File: src/rtl/dmem_arbiter.sv
// dmem_arbiter: shares one single-port data RAM between the M-stage core port and an external requester.
// Optional: define DMEM_ARB_PERF_EN to add perf_stall_cnt / perf_ext_cnt counters.
`default_nettype none

module dmem_arbiter #(
  parameter int AW         = 32,
  parameter int DW         = 32,
  parameter int STARVE_MAX = 4
) (
  input  logic          clk,
  input  logic          rst,
  input  logic          core_req,
  input  logic          core_we,
  input  logic [AW-1:0] core_addr,
  input  logic [DW-1:0] core_wdata,
  output logic [DW-1:0] core_rdata,
  output logic          core_stall,
  input  logic          ext_req,
  input  logic          ext_we,
  input  logic [AW-1:0] ext_addr,
  input  logic [DW-1:0] ext_wdata,
  output logic          ext_gnt,
  output logic          ext_rvalid,
  output logic [DW-1:0] ext_rdata,
  output logic          mem_en,
  output logic          mem_we,
  output logic [AW-1:0] mem_addr,
  output logic [DW-1:0] mem_wdata,
  input  logic [DW-1:0] mem_rdata
`ifdef DMEM_ARB_PERF_EN
  ,
  output logic [31:0]   perf_stall_cnt,
  output logic [31:0]   perf_ext_cnt
`endif
);

  localparam logic [0:0] C_IDLE  = 1'b0;
  localparam logic [0:0] C_RDATA = 1'b1;

  localparam logic [1:0] OWN_NONE = 2'd0;
  localparam logic [1:0] OWN_CORE = 2'd1;
  localparam logic [1:0] OWN_EXT  = 2'd2;

  localparam logic [3:0] STARVE_LIM = 4'(STARVE_MAX);

  logic [0:0] state_q, state_d;
  logic [3:0] starve_q, starve_d;
  logic [1:0] owner_q, owner_d;

  logic core_elig, ext_elig, core_win, ext_win;

  // Inputs are gated with rst so every output is 0 while reset is held.
  always_comb begin
    core_elig = rst && (state_q == C_IDLE) && core_req;
    ext_elig  = rst && ext_req;
    ext_win   = ext_elig && (!core_elig || (starve_q == STARVE_LIM));
    core_win  = core_elig && !ext_win;
  end

  always_comb begin
    mem_en    = 1'b0;
    mem_we    = 1'b0;
    mem_addr  = '0;
    mem_wdata = '0;
    if (ext_win) begin
      mem_en    = 1'b1;
      mem_we    = ext_we;
      mem_addr  = ext_addr;
      mem_wdata = ext_wdata;
    end else if (core_win) begin
      mem_en    = 1'b1;
      mem_we    = core_we;
      mem_addr  = core_addr;
      mem_wdata = core_wdata;
    end
  end

  assign ext_gnt    = ext_win;
  assign core_stall = core_elig && !(core_win && core_we);
  assign core_rdata = (rst && (state_q == C_RDATA)) ? mem_rdata : '0;
  assign ext_rvalid = rst && (owner_q == OWN_EXT);
  assign ext_rdata  = ext_rvalid ? mem_rdata : '0;

  always_comb begin
    state_d  = C_IDLE;
    owner_d  = OWN_NONE;
    starve_d = starve_q;
    if (core_win && !core_we) begin
      state_d = C_RDATA;
      owner_d = OWN_CORE;
    end else if (ext_win && !ext_we) begin
      owner_d = OWN_EXT;
    end
    // A dropped ext_req keeps the count; only a grant clears it.
    if (ext_win) begin
      starve_d = 4'd0;
    end else if (ext_elig && (starve_q < STARVE_LIM)) begin
      starve_d = starve_q + 4'd1;
    end
  end

  always_ff @(posedge clk or negedge rst) begin
    if (!rst) begin
      state_q  <= C_IDLE;
      starve_q <= 4'd0;
      owner_q  <= OWN_NONE;
    end else begin
      state_q  <= state_d;
      starve_q <= starve_d;
      owner_q  <= owner_d;
    end
  end

`ifdef DMEM_ARB_PERF_EN
  logic [31:0] perf_stall_q, perf_ext_q;

  always_ff @(posedge clk or negedge rst) begin
    if (!rst) begin
      perf_stall_q <= 32'd0;
      perf_ext_q   <= 32'd0;
    end else begin
      if (core_stall) perf_stall_q <= perf_stall_q + 32'd1;
      if (ext_win)    perf_ext_q   <= perf_ext_q + 32'd1;
    end
  end

  assign perf_stall_cnt = perf_stall_q;
  assign perf_ext_cnt   = perf_ext_q;
`endif

endmodule

`default_nettype wire

File: config.mk
export PLATFORM = sky130hd
export DESIGN_NAME = dmem_arbiter
export DESIGN_NICKNAME = d
export VERILOG_FILES = /design/src/rtl/dmem_arbiter.sv
export SDC_FILE = /design/constraint.sdc
export NUM_CORES = 1
export LEC_CHECK = 0
export ABC_AREA = 1
export CAP_MARGIN = 30
export CORE_AREA = 2 2 116 118
export CTS_BUF_LIST = sky130_fd_sc_hd__clkbuf_4 sky130_fd_sc_hd__clkbuf_8
export CTS_CLUSTER_DIAMETER = 40
export DETAILED_ROUTE_END_ITERATION = 6
export DIE_AREA = 0 0 118 120
export MAX_ROUTING_LAYER = met4
export PLACE_DENSITY = 0.55
export REMOVE_ABC_BUFFERS = 1
export SETUP_SLACK_MARGIN = 0.4
export SLEW_MARGIN = 40
export SYNTH_ARGS = -nofsm -noshare
export SYNTH_HDL_FRONTEND = slang
export SYNTH_SLANG_ARGS = --single-unit
File: constraint.sdc
create_clock -name clk -period 1.5 [get_ports clk]
set_clock_uncertainty 0.2 [all_clocks]
set_input_delay 0.15 -clock clk [delete_from_list [all_inputs] [get_ports clk]]
set_output_delay 0.15 -clock clk [all_outputs]
set_load 0.01 [all_outputs]
# Word level (Yosys, flattened, before mapping)
# Cells that the tools add are included.
# totals
inputBits	166
elab_cells	42
ff_bits	7
out_inout_bits	133
# classes
muxes	15
n_bitwise	1
n_addsub	1
eq_ne	2
reduce_logical	19
order_cmp	1
# op_table
cell	count
2-to-1 mux 32 bit	6
logical AND 1 bit	12
2-to-1 mux 4 bit	2
zero test 1 bit	5
2-to-1 mux 1 bit	5
adder 4 x 1 -> 4 bit, second input constant	1
equality test 4 x 3 -> 1 bit, second input constant	1
less-than comparator 4 x 3 -> 1 bit, second input constant	1
2-to-1 mux 2 bit	2
equality test 2 bit, second input constant	1
nonzero test 2 bit	1
logical OR 1 bit	1
inverter 1 bit	1

# Logic depth before layout (Yosys ltp)
# Gate-level depths: netlist (run 1).
# depth
depth_word	11
mapped_depth	9
ltp_nobuf	8

# Worst setup path after synthesis (run 1)
# No wires, ideal clock.
# synth_path
path_type	register to output
startpoint	reg starve_q[0]
endpoint	out mem_addr[25]
setup_slack_ns	-0.126
required_ns	1.150
t_arrival_ns	1.276
path_stages_with_launch	9
path_buffers	1
cell_sequence	dfrtp_1 > inv_1 > ha_1 > nand2_1 > inv_1 > nand2_2 > clkbuf_1 > nand3_1 > nand2_1
# synth_via
elab_chain_len	7
# synth_lines
item	line	source
start: declaration	47	logic [3:0] starve_q, starve_d;
start signal: assignment	109	starve_q <= starve_d;
equality test 4 x 3 -> 1 bit (*)	56	ext_win = ext_elig && (!core_elig || (starve_q == STARVE_LIM));
logical OR 1 bit (*)	56	
logical AND 1 bit (*)	56	
zero test 1 bit	57	core_win = core_elig && !ext_win;
logical AND 1 bit	57	
2-to-1 mux 32 bit	70	end else if (core_win) begin
2-to-1 mux 32 bit (*)	65	if (ext_win) begin
end: declaration	27	output logic [AW-1:0] mem_addr,
# Every way passes the cells marked *; elsewhere a longest branch is shown, timed or not.

# Final worst setup path (run 1)
# layout_path
startpoint	reg starve_q[0]
endpoint	reg starve_q[0]
# layout_via
elab_chain_len	4
elab_cells_between_ends	9
classes_between	add/sub: 1; order compare: 1; eq/ne: 1; mux: 2; reduce/logical: 4
# layout_lines
item
parallel branches: the longest is 4 deep, another holds adder 4 x 1 -> 4 bit
# Parallel ways; which one is timed is not known. The select of a mux whose other input is x is not followed.
# A chain may end at the register's enable or synchronous reset.

==> results of run 1 <==
## layout by cell type, fill, tap and decap left out, drive strengths merged
| master | count |
|---|---|
| a21oi | 4 |
| buf | 252 |
| clkbuf | 8 |
| clkdlybuf4s50 | 164 |
| dfrtp | 6 |
| dlygate4sd2 | 1 |
| dlygate4sd3 | 1 |
| ha | 2 |
| inv | 41 |
| nand2 | 143 |
| nand3 | 69 |
| nor2 | 69 |
## stage by stage
step	cells	area, sq um
after floorplan	334	1550
after global placement	827	4980
after detailed placement	827	4980
after CTS	902	5950
after global routing	936	7740
final	936	7740
## area by class of cell
cell class	count	area (sq um)
well taps	176	220
fillers	1095	5240
inverters	41	156
repair buffers	423	4840
clock buffers	3	41.3
flip-flops and latches	6	150
multi-input cells	287	2340
## cell families (layout without fill, tap and decap cells)
group / after synthesis / after routing / synth area share
compound gates: 4 / 4 / 0.0113
fa+ha+maj: 2 / 2 / 0.0141
buf+inv: 68 / 467 / 0.217
flops: 6 / 6 / 0.0844
simple gates: 281 / 281 / 0.673
## path summary, 6_finish.rpt
kind	cells after the start	slack [ns]	from	to
worst max-delay path	16	-0.60	starve_q[0]$_DFFE_PN0P_	starve_q[0]$_DFFE_PN0P_
worst min-delay path	3	0.03	rst	starve_q[3]$_DFFE_PN0P_
worst max register to register	16	-0.60	starve_q[0]$_DFFE_PN0P_	starve_q[0]$_DFFE_PN0P_
worst min register to register	3	0.43	starve_q[3]$_DFFE_PN0P_	starve_q[2]$_DFFE_PN0P_
max in group asynchronous	3	0.56	rst	owner_q[0]$_DFF_PN0_
min in group clk	5	0.40	rst	starve_q[2]$_DFFE_PN0P_
## power by group
group	switching, mW	internal, mW
registers	0.0182	0.185
logic	0.938	1.35
clock network	0.0781	0.173
total	1.03	1.71
## worst register-to-register path: cells and delay by family (launching register included)
kind,cells,cell delay (ns)
flip-flops,1,0.36
buffers and inverters,13,1.28
AND/OR/NAND/NOR,3,0.19
## layer usage
layer  GRT usage  up-vias  part of all wire
met5           -        -                 0
met4      0.0467        0             0.013
met3      0.0413       23             0.062
met2       0.435      236              0.57
met1       0.214     1938              0.36
li1            -     1901                 -
## repair_timing
action | 4_1_cts | 5_1_grt
endpoints found under the setup margin | 139 | 139
pin swaps | 17 | 46
hold endpoints to repair | 1 | 0
buffers inserted | 52 | 29
cloned | 19 | 5
hold buffers | 1 | 0
gates resized for setup | 671 | 352
## sequential cells by signal, summed over array words and instances (netlist names)
register,flops
starve_q,4
owner_q,2
==> flow_summary_export.csv, run 1 <==
group,metric,value,unit
worst_setup_path,critPathKind,"reg -> reg",
drt,vias,4098,
synthesis,synth_common_cells,"128 x nand2_1, 68 x nand3_1, 68 x nor2_1, 41 x inv_1, 14 x nand2_2",
floorplan,start_util,0.137,
floorplan,top_level_ports,299,
drt,drt-initial-drc-count,151,
hold_path,min_path_type,"in -> async",
worst_setup_path,crit_path_cell_trace,"inv_2 -> buf_6 -> buf_6 -> buf_6 -> buf_6 -> buf_6 -> buf_6 -> buf_6 -> buf_6 -> buf_6 -> buf_6 -> buf_6 -> buf_6 -> nand2_2 -> nand2_1 -> nor2_1",
worst_setup_path,slowest_stage,"dfrtp_1",
grt,gr-total-overflow,0,
worst_setup_path,critPathMaxStageDelay,0.36,ns
synthesis,synth_enable_flop_cells,0,
synthesis,yosysMostFrequentCell,"nand2_1",
grt,grt_pass1_vias,4103,
placement,dp_hpwl,9890,um
floorplan,die-area,14200,sq um
synthesis,yosysSeqAreaShare,0.0844,
cts,ctsHtreeMaxLevel,1,
synthesis,avgSynthCellArea,4.93,sq um
sta,rsz0062_at_grt,"true",
worst_setup_path,cp.required,1.46,ns
sta,tightest_slew,0.246,ns
grt,track_usage,0.216,
power,power,2.74,mW
synthesis,ys.warnings.count,0,
power,p_per_area,354,nW/um^2
worst_setup_path,cp_common_cell,"buf_6",
drt,drc,0,
grt,grt_pass1_wl,23000,um
final_layout,fin_nets,930,
sta,period_share,1.40,
cts,cts.root.buffer_cell,"clkbuf_8",
floorplan,rows,42,
grt,grt_max_degree,35,
cts,cts_max_path_buffers,2,
floorplan,die_h,120,um
worst_setup_path,setup.worst_path.end_class,"flop",
worst_setup_path,cp_max_fo,2,
drt,wl,17700,um
floorplan,coreArea,13000,sq um
cts,cts_tree,"built",
floorplan,die_w,118,um
drt,viasPerCell,4.38,
run_status,violations,"negative setup slack",
placement,portBuffers,298,
synthesis,syn_area,1780,sq um
synthesis,synth_cells,361,
drt,ant_nets,0,
run_status,outcome,"finished with violations",
worst_setup_path,crit_family,"buffers and inverters",
final_layout,drive_gt1_frac,0.622,
job,cap_viol_max_count,0,
synthesis,synth-seq-cells,6,
worst_setup_path,cp-start-kind,"flop",
synthesis,async_flop_share,1.00,
sta,setup_tns,-65.46,ns
final_layout,fin_util,0.596,
final_layout,antennaDiodeCount,0,
synthesis,synth_largest_area_cell,"nand2_1",
cts,clk_pin_slew,0.04,ns
synthesis,synth.distinct_cells,17,
sta,setup_violations,138,
synthesis,synth-main-ff-cell,"dfrtp_1",
grt,grt_antenna_before_repair,0,
placement,dp_worst_setup_slack,-0.892,ns
power,ir_worst_vdd,294,uV
cts,clock_latency,0.23,ns
synthesis,synth_area_leaders,"nand2_1 27%, nand3_1 19%, nor2_1 14%",
synthesis,synth_top_area_frac,0.270,
sta,fmax,0.476,GHz
sta,hold_ws,0.0347,ns
cts,numCtsBuffers,3,
drt,wl_per_cell,19.0,um
worst_setup_path,arrival,2.06,ns
sta,relSlewSlack,0.836,
sta,finalHoldViolations,0,
worst_setup_path,cp.buffers_inverters,13,
sta,drv_slew,0,
placement,gpl.final_weighted_congestion,0.753,
sta,setup_ws,-0.603,ns
cts,clock_sinks,6,
sta,finalCriticalPeriod,2.10,ns
final_layout,area_delta_synth_final,335,%
power,p_leak,3.76,nW
drt,firstDrtPassIters,4,
No activity file was read; power rests on OpenSTA's default activity.
==> run 2, diff against run 1 <==
TNS_END_PERCENT = 30   (was unset)
==> run 2 against run 1 <==
Effect of this change: the run still ends with negative setup slack left; flip-flop and latch count unchanged; power down 13%; count of clock-buffer cells in the layout unchanged; first-iteration DRC count down 45%; clock power about the same; non-clock buffer count down 59; combinational power down 16%; largest cell class unchanged.
==> flow_summary_export.csv, run 2 (synthesis gave the netlist of run 1 again) <==
group,metric,value,unit
final_layout,top_register,"starve_q",
sta,rsz0062_at_grt,"true",
placement,gpl.final_weighted_congestion,0.753,
drt,wl_per_cell,17.1,um
grt,grt_max_degree,35,
sta,relSlewSlack,0.798,
power,pwr-share-seq,0.086,
floorplan,coreArea,13000,sq um
sta,fmax,0.470,GHz
final_layout,final_cell_mix,"164 x clkdlybuf4s50_1, 97 x buf_2, 63 x nand2_2, 63 x nor2_1, 57 x nand2_1",
worst_setup_path,arrival,1.78,ns
cts,clk_pin_slew,0.04,ns
final_layout,antennaDiodeCount,0,
cts,cts.root.buffer_cell,"clkbuf_8",
power,p_clk_frac,0.106,
sta,tightest_slew,0.302,ns
worst_setup_path,setup.worst_path.end_class,"output port",
hold_path,min_path_type,"in -> async",
cts,clock_latency,0.23,ns
final_layout,reg_top3,"starve_q x4, owner_q x2",
final_layout,fin_nets,871,
drt,ant_nets,0,
placement,dp_hpwl,9890,um
cts,clock_sinks,6,
power,p_switching,879,uW
sta,finalHoldViolations,0,
grt,grt_pass1_wl,20700,um
run_status,outcome,"finished with violations",
power,switching_share,0.368,
floorplan,start_util,0.137,
grt,gr-total-overflow,0,
grt,grt_pass1_vias,3826,
cts,cts_tree,"built",
floorplan,die_w,118,um
drt,drc,0,
worst_setup_path,cp-start-kind,"flop",
worst_setup_path,cp.required,1.15,ns
drt,viasPerCell,4.24,
job,cap_viol_max_count,0,
final_layout,drive_gt1_frac,0.484,
final_layout,area_delta_synth_final,237,%
floorplan,die_h,120,um
power,p_int,1.51,mW
sta,period_share,1.42,
power,p_leak,3.21,nW
worst_setup_path,critPathKind,"reg -> out",
placement,dp_worst_setup_slack,-0.892,ns
final_layout,largest_reg_flops,4,
grt,track_usage,0.192,
final_layout,fillers,1381,
drt,drt-initial-drc-count,83,
placement,portBuffers,298,
drt,wl,15000,um
run_status,violations,"negative setup slack",
cts,numCtsBuffers,3,
floorplan,top_level_ports,299,
power,p_per_area,399,nW/um^2
cts,ctsHtreeMaxLevel,1,
power,p_comb_frac,0.809,
sta,setup_ws,-0.629,ns
floorplan,die-area,14200,sq um
drt,vias,3721,
grt,grt_antenna_before_repair,0,
power,ir_worst_vdd,266,uV
sta,setup_violations,107,
sta,finalCriticalPeriod,2.13,ns
final_layout,layout_commonest_cell,"clkdlybuf4s50_1",
sta,drv_slew,0,
cts,cts_max_path_buffers,2,
drt,firstDrtPassIters,4,
final_layout,design_area,5980,sq um
worst_setup_path,cp_max_fo,5,
floorplan,rows,42,
final_layout,seqCellArea,150,sq um
placement,place_area,4980,sq um
final_layout,multi_input_comb_area,1790,sq um
[run 2: worst max-delay path: stages (launching register included)]
cell and delay, ns:
dfrtp_1 0.39, inv_2 0.09, ha_4 0.13, nand2_2 0.04, inv_2 0.06, nand2_4 0.10
buf_6 0.14, buf_8 0.13, buf_12 0.14, buf_6 0.11, nand3_2 0.05, nand2_2 0.06
buf_6 0.11
[run 2: worst paths after layout]
check                                        start                       to  slack, ns  depth (start not counted)
max                        starve_q[0]$_DFFE_PN0P_            mem_wdata[24]      -0.63                         12
max reg2reg                starve_q[0]$_DFFE_PN0P_  starve_q[0]$_DFFE_PN0P_      -0.52                         15
max in group asynchronous                      rst  starve_q[2]$_DFFE_PN0P_       0.77                          3
min in group clk                               rst  starve_q[2]$_DFFE_PN0P_       0.33                          5
min                                            rst  starve_q[3]$_DFFE_PN0P_       0.09                          3
min reg2reg                starve_q[3]$_DFFE_PN0P_  starve_q[2]$_DFFE_PN0P_       0.42                          3
[run 2: timing repair]
item	in CTS	in global routing
cloned	11	6
resized for setup	575	183
endpoints found under the hold margin	6	0
setup endpoints to repair	139	145
buffers inserted	24	5
pin swaps	15	27
hold buffers	1	0
[run 2: power groups by stage]
stage          clock network (mW)  registers, mW  logic, mW
2_1_floorplan                   0          0.200      0.403
3_3_place_gp                    0          0.197       1.39
3_5_place_dp                    0          0.199       1.40
4_1_cts                     0.253          0.202       1.63
5_1_grt                     0.267          0.205       2.06
6_report                    0.252          0.204       1.93
[run 2: routing by layer]
layer  global-route usage  part of all wire  wire, um  vias to the layer above
li1                     -                 -         -                     1778
met1                0.197              0.36      5430                     1726
met2                0.372              0.55      8300                      198
met3               0.0437             0.072      1080                       19
met4               0.0429             0.014       209                        0
met5                    -                 0         0                        -
[run 2: layout make-up]
cell class                 count  area share
sequential                     6      0.0251
clock buffer                   3     0.00690
timing repair buffer         364       0.606
tap                          176      0.0368
multi-input combinational    287       0.299
inverter                      41      0.0257
[run 2: stage by stage]
step,hold WS [ns],instances,TNS [ns],utilization,power [mW]
after detailed placement,0.358,827,-102.16,0.384,1.60
after global placement,0.345,827,-98.86,0.384,1.59
after floorplan,-0.346,334,-74.62,-,0.603
after CTS,0.314,866,-42.36,0.408,2.09
after global routing,0.121,877,-51.02,0.461,2.53
final,0.0902,877,-43.91,0.461,2.39
